$ cat src/rtl/mem_bus_arbiter.sv
// Two-requester arbiter onto a multiplexed 8-bit external bus. Each transaction is
// an address-high latch, an address-low latch, then one or two write bytes or two read bytes.
module mem_bus_arbiter #(
   parameter bit          FIXED_PRIO = 1'b0,
   parameter int unsigned RD_WAIT    = 0
) (
   input  logic        clk,
   input  logic        rst_n,
   input  logic        ena,
   input  logic        r0_rreq,
   input  logic [15:1] r0_raddr,
   output logic [15:0] r0_rdata,
   output logic        r0_rdone,
   input  logic [15:1] r0_waddr,
   input  logic [1:0]  r0_wmask,
   input  logic [15:0] r0_wdata,
   output logic        r0_wdone,
   input  logic        r1_rreq,
   input  logic [15:1] r1_raddr,
   output logic [15:0] r1_rdata,
   output logic        r1_rdone,
   input  logic [15:1] r1_waddr,
   input  logic [1:0]  r1_wmask,
   input  logic [15:0] r1_wdata,
   output logic        r1_wdone,
   output logic [7:0]  bus_out,
   input  logic [7:0]  bus_in,
   output logic        latch_hi,
   output logic        latch_lo,
   output logic        wr,
   output logic        ind,
   output logic [1:0]  gnt
);

   typedef enum logic [3:0] {IDLE, AHI, ALO, WB0, WB1, RWAIT, RB0, RB1, DONE} state_t;

   localparam logic [2:0] WAIT_M1 = (RD_WAIT > 0) ? 3'(RD_WAIT - 1) : 3'd0;

   state_t      state_q;
   logic        sel_q, last_q, op_wr_q;
   logic [15:1] addr_q;
   logic [1:0]  mask_q;
   logic [15:0] wdata_q, rdata_q;
   logic [2:0]  wait_q;
   logic [7:0]  bus_out_q;
   logic        latch_hi_q, latch_lo_q, wr_q, ind_q;
   logic [1:0]  gnt_q;
   logic [3:0]  done_q;  // {r1_wdone, r1_rdone, r0_wdone, r0_rdone}

   logic        r0_req, r1_req, sel_d, op_wr_d;
   logic [15:1] addr_d;
   logic [1:0]  mask_d;
   logic [15:0] wdata_d;

   assign r0_req = r0_rreq | (|r0_wmask);
   assign r1_req = r1_rreq | (|r1_wmask);

   // Round-robin favours whichever requester did not finish the previous transaction.
   always_comb begin
      sel_d = r1_req;
      if (r0_req && r1_req) sel_d = FIXED_PRIO ? 1'b0 : ~last_q;
      if (sel_d) begin
         op_wr_d = |r1_wmask;
         addr_d  = op_wr_d ? r1_waddr : r1_raddr;
         mask_d  = r1_wmask;
         wdata_d = r1_wdata;
      end else begin
         op_wr_d = |r0_wmask;
         addr_d  = op_wr_d ? r0_waddr : r0_raddr;
         mask_d  = r0_wmask;
         wdata_d = r0_wdata;
      end
   end

   function automatic logic [3:0] done_vec(input logic sel, input logic is_wr);
      return 4'b0001 << {sel, is_wr};
   endfunction

   always_ff @(posedge clk) begin
      if (!rst_n) begin
         state_q    <= IDLE;
         sel_q      <= 1'b0;
         last_q     <= 1'b1;
         op_wr_q    <= 1'b0;
         addr_q     <= '0;
         mask_q     <= '0;
         wdata_q    <= '0;
         rdata_q    <= '0;
         wait_q     <= '0;
         bus_out_q  <= '0;
         latch_hi_q <= 1'b0;
         latch_lo_q <= 1'b0;
         wr_q       <= 1'b0;
         ind_q      <= 1'b0;
         gnt_q      <= '0;
         done_q     <= '0;
      end else if (ena) begin
         // NOTE: strobes and done default low here, so each lasts exactly one enabled cycle.
         bus_out_q  <= '0;
         latch_hi_q <= 1'b0;
         latch_lo_q <= 1'b0;
         wr_q       <= 1'b0;
         ind_q      <= 1'b0;
         done_q     <= '0;
         case (state_q)
            IDLE: if (r0_req || r1_req) begin
               state_q    <= AHI;
               sel_q      <= sel_d;
               op_wr_q    <= op_wr_d;
               addr_q     <= addr_d;
               mask_q     <= mask_d;
               wdata_q    <= wdata_d;
               gnt_q      <= sel_d ? 2'b10 : 2'b01;
               bus_out_q  <= addr_d[15:8];
               latch_hi_q <= 1'b1;
            end
            AHI: begin
               state_q    <= ALO;
               bus_out_q  <= {addr_q[7:1], 1'b0};
               latch_lo_q <= 1'b1;
               ind_q      <= op_wr_q & ~mask_q[0];
            end
            ALO: begin
               if (op_wr_q) begin
                  state_q   <= WB0;
                  bus_out_q <= mask_q[0] ? wdata_q[7:0] : wdata_q[15:8];
                  wr_q      <= 1'b1;
               end else if (RD_WAIT > 0) begin
                  state_q <= RWAIT;
                  wait_q  <= WAIT_M1;
               end else begin
                  state_q <= RB0;
               end
            end
            WB0: begin
               if (mask_q == 2'b11) begin
                  state_q   <= WB1;
                  bus_out_q <= wdata_q[15:8];
                  wr_q      <= 1'b1;
                  ind_q     <= 1'b1;
               end else begin
                  state_q <= DONE;
                  done_q  <= done_vec(sel_q, op_wr_q);
               end
            end
            WB1: begin
               state_q <= DONE;
               done_q  <= done_vec(sel_q, op_wr_q);
            end
            RWAIT: begin
               if (wait_q == 3'd0) state_q <= RB0;
               else                wait_q  <= wait_q - 3'd1;
            end
            RB0: begin
               state_q      <= RB1;
               rdata_q[7:0] <= bus_in;
               ind_q        <= 1'b1;
            end
            RB1: begin
               state_q       <= DONE;
               rdata_q[15:8] <= bus_in;
               done_q        <= done_vec(sel_q, op_wr_q);
            end
            DONE: begin
               state_q <= IDLE;
               gnt_q   <= '0;
               last_q  <= sel_q;
            end
            default: state_q <= IDLE;
         endcase
      end
   end

   assign r0_rdata = rdata_q;
   assign r1_rdata = rdata_q;
   assign r0_rdone = done_q[0];
   assign r0_wdone = done_q[1];
   assign r1_rdone = done_q[2];
   assign r1_wdone = done_q[3];
   assign bus_out  = bus_out_q;
   assign latch_hi = latch_hi_q;
   assign latch_lo = latch_lo_q;
   assign wr       = wr_q;
   assign ind      = ind_q;
   assign gnt      = gnt_q;

endmodule

$ cat config.mk
export PLATFORM = sky130hd
export DESIGN_NAME = mem_bus_arbiter
export DESIGN_NICKNAME = d
export VERILOG_FILES = /design/src/rtl/mem_bus_arbiter.sv
export SDC_FILE = /design/constraint.sdc
export NUM_CORES = 1
export LEC_CHECK = 0
export CAP_MARGIN = 20
export CORE_ASPECT_RATIO = 0.5
export CORE_MARGIN = 4
export CORE_UTILIZATION = 45
export DETAILED_ROUTE_END_ITERATION = 12
export GPL_ROUTABILITY_DRIVEN = 0
export PLACE_DENSITY = 0.85
export SETUP_SLACK_MARGIN = 0.15
export SLEW_MARGIN = 20
export SYNTH_ARGS = -nofsm -noshare
export SYNTH_HDL_FRONTEND = slang
export SYNTH_SLANG_ARGS = --single-unit
$ cat constraint.sdc
create_clock -name clk -period 2.3 [get_ports clk]
set_input_delay 0.23 -clock clk [delete_from_list [all_inputs] [get_ports clk]]
set_output_delay 0.23 -clock clk [all_outputs]
set_load 0.005 [all_outputs]
==> summary.txt <==
nets: 735
Setup WS post-layout: 269 ps
final setup violation count: 0
Synth cell types: 59
Peak Freq: 0.492 GHz
Leak: 2.19 nW
drt first-iter violations: 428
die area: 0.0109 sq mm
Crit path arrival time: 2250 ps
vias per inst: 5.73
hold_sp: rst_n
std cell rows: 24
Fillers: 680
flop2flop setup slack: 340 ps
WL per Instance: 17.5 um
DP HPWL: 9.86 mm
Port Buffer Count: 158
post-route insts no fill: 745
Netlist Area Pre-Place: 0.00414 sq mm
initial core utilization: 0.469
DP Cell Count: 730
DP Worst Slack: -5.90 ps
max-cap viol count: 0
Worst slew margin: 0.413
Post-synth top cells: 69 x dfxtp_1, 54 x o21ai_0, 36 x mux2i_1
total number of yosys warnings: 0
gr ovfl total: 0
drt total wl: 13.0 mm
CP Cell Sequence: clkdlybuf4s50_1 -> buf_12 -> nor3_1 -> a2111o_1 -> a2111oi_2 -> a2111o_1
H-tree depth reported by CTS: 3
Layout area overhead: 47.2%
CTS Root Cell: clkbuf_16
leading area contributor after synthesis: dfxtp_1
Seq/Total Area, Yosys: 0.334
All-Layer GR Usage: 0.234
HP Class: primary input to flip-flop
Worst R2R End: bus_out[0]
syn_nets: 597
share of layout cells above drive strength 1: 0.0908
post-synth top area share: 0.334
worst slew pin tran: 877 ps
CTS tree: built
Post-synth EDFFs: 0
TritonCTS Buffers: 9
# hold bufs at CTS: 0
cell count after synthesis: 486
Async SR Flop Fraction: 0
Multi-input gate area: 0.00241 sq mm
DR vias: 4270
WP data required: 2510 ps
worst reg2reg path depth: 4
clk_lat worst skew: 330 ps
die height: 75.8 um
post-layout util: 0.690
Synth area leaders: dfxtp_1 33%, mux2i_1 8.7%, o21ai_0 6.5%, nor2b_1 5.0%, a21oi_1 4.2%
core area: 0.00883 sq mm
Inserted Diodes: 0
PwrDens: 546 mW/mm^2
unrepaired setup endpoints after global routing: false
Pre-Repair DR Iteration Count: 5
I/O Pins: 159
Setup Skew: 4.68 ps
FF/Latch Area: 0.00138 sq mm
hold depth: 3
TritonCTS Sinks: 69
Yosys reg bits: 69
Min Clock Period, post-route: 2030 ps
Synth Area per Inst: 8.51 sq um
clock-pin transition on the worst setup and hold timing paths: 60 ps
max incr delay on CP: 530 ps
Hold WS: 401 ps
Worst path most repeated cell: a2111o_1
remaining antenna violation count: 0
CP endpoint kind: flip-flop
Most used DFF post-synth: dfxtp_1
hold endpoint: r0_rdata[6]
run status: finished clean
initial antenna violation count: 0
die width: 144 um
startpoint types: primary input
vias in the first global route: 4008
global-route wire length before repair: 20.2 mm
largest fanout on the critical path: 21
largest net degree at the start of global routing: 48
count leader, synth: dfxtp_1
slowest stage cell, crit path: clkdlybuf4s50_1
Final Hold Fails: 0
DRC: 0
Worst VDD drop: 385 uV
period utilization: 0.883
clock buffer depth: 2
RR Startpoint: state_q[2]
fin. max-slew vios: 0
Crit Path Category: primary input to flip-flop
## state kept, by name, summed over array words and instances, names as in the netlist
register and flops:
latch_hi 1, r0_rdata 16, latch_lo 1, ind 1
sel_q 1, mask_q 2, op_wr_q 1, done_q 4
wait_q 3, gnt 2, bus_out 8, wr 1
addr_q 7, state_q 4, wdata_q 16, last_q 1
## power by group
| group | total [W] | internal (W) | switching, W |
|---|---|---|---|
| logic | 0.000658 | 0.000370 | 0.000288 |
| clock network | 0.00134 | 0.000831 | 0.000508 |
| registers | 0.00133 | 0.00127 | 0.0000599 |
| total | 0.00333 | 0.00247 | 0.000855 |
## final cells by class
| cell class | instances | share of cell area |
|---|---|---|
| clock buffer | 9 | 0.0370 |
| tap | 117 | 0.0240 |
| sequential | 69 | 0.227 |
| timing repair buffer | 186 | 0.302 |
| multi-input combinational | 352 | 0.396 |
| inverter | 6 | 0.00370 |
| clock inverter | 6 | 0.0105 |
## kinds of logic after synthesis
group,count (synthesis),synth area share
buffers and inverters,65,0.0838
AO/OA/AOI/OAI,159,0.254
multiplexers,36,0.0871
XOR/XNOR,2,0.00423
flip-flops,69,0.334
adder cells (fa/ha/maj),2,0.00605
AND/OR/NAND/NOR,153,0.231
## layout by cell type, fill, tap and decap left out, types with 3 or more instances in the layout
cell               n
a211oi_1          14
a21boi_0           3
a21oi_1           34
a221o_1            7
a22oi_1            3
a32oi_1            5
and2_1             9
buf_12             4
buf_4             24
clkbuf_16          9
clkdlybuf4s50_1  157
dfxtp_1           69
inv_1              6
mux2i_1           36
nand2_1           29
nand2b_1           7
nand3_1            9
nand3b_1           5
nand4_1            3
nor2_1             5
nor2b_1           33
nor3_1            11
nor3b_1           17
o211a_1            3
o21a_1             8
o21ai_0           54
o31a_1             8
or4b_1             7
## per-stage QoR
stage	instance area, sq um	total power, W	setup TNS [ps]
finish	6090	0.00333	0
floorplan	4140	0.00165	0
global route	6090	0.00346	0
detailed placement	5800	0.00200	-5.90
global placement	5800	0.00198	-7.67
CTS	6090	0.00333	0
## critical path: cells and delay by family
family                 cells  cell delay (ps)
AO/OA/AOI/OAI              3              940
AND/OR/NAND/NOR            1              330
buffers and inverters      2              740
## metal layers
metal | share of wire | track usage | wire (um) | up-vias
li1 | - | - | - | 2049
met1 | 0.43 | 0.309 | 5590 | 1981
met2 | 0.47 | 0.399 | 6100 | 218
met3 | 0.090 | 0.0602 | 1180 | 22
met4 | 0.013 | 0.0418 | 173 | 0
met5 | 0 | 0 | 0 | -
## repair_timing
| item | 4_1_cts | 5_1_grt |
|---|---|---|
| gates resized for setup | 0 | 1 |
| setup buffers | 0 | 0 |
| endpoints found under the setup margin | 0 | 8 |
## worst max-delay path by stage
stage	start	endpoint	cells past startpoint
final	r0_wmask[0]	bus_out[0]	6
after global routing	r0_wmask[0]	bus_out[5]	6
after CTS	op_wr_q	bus_out[7]	4
after detailed placement	r0_wmask[0]	bus_out[0]	6
after global placement	r0_wmask[0]	bus_out[0]	6
after floorplan	state_q[3]	bus_out[0]	6
(Power assumes the default switching activity.)
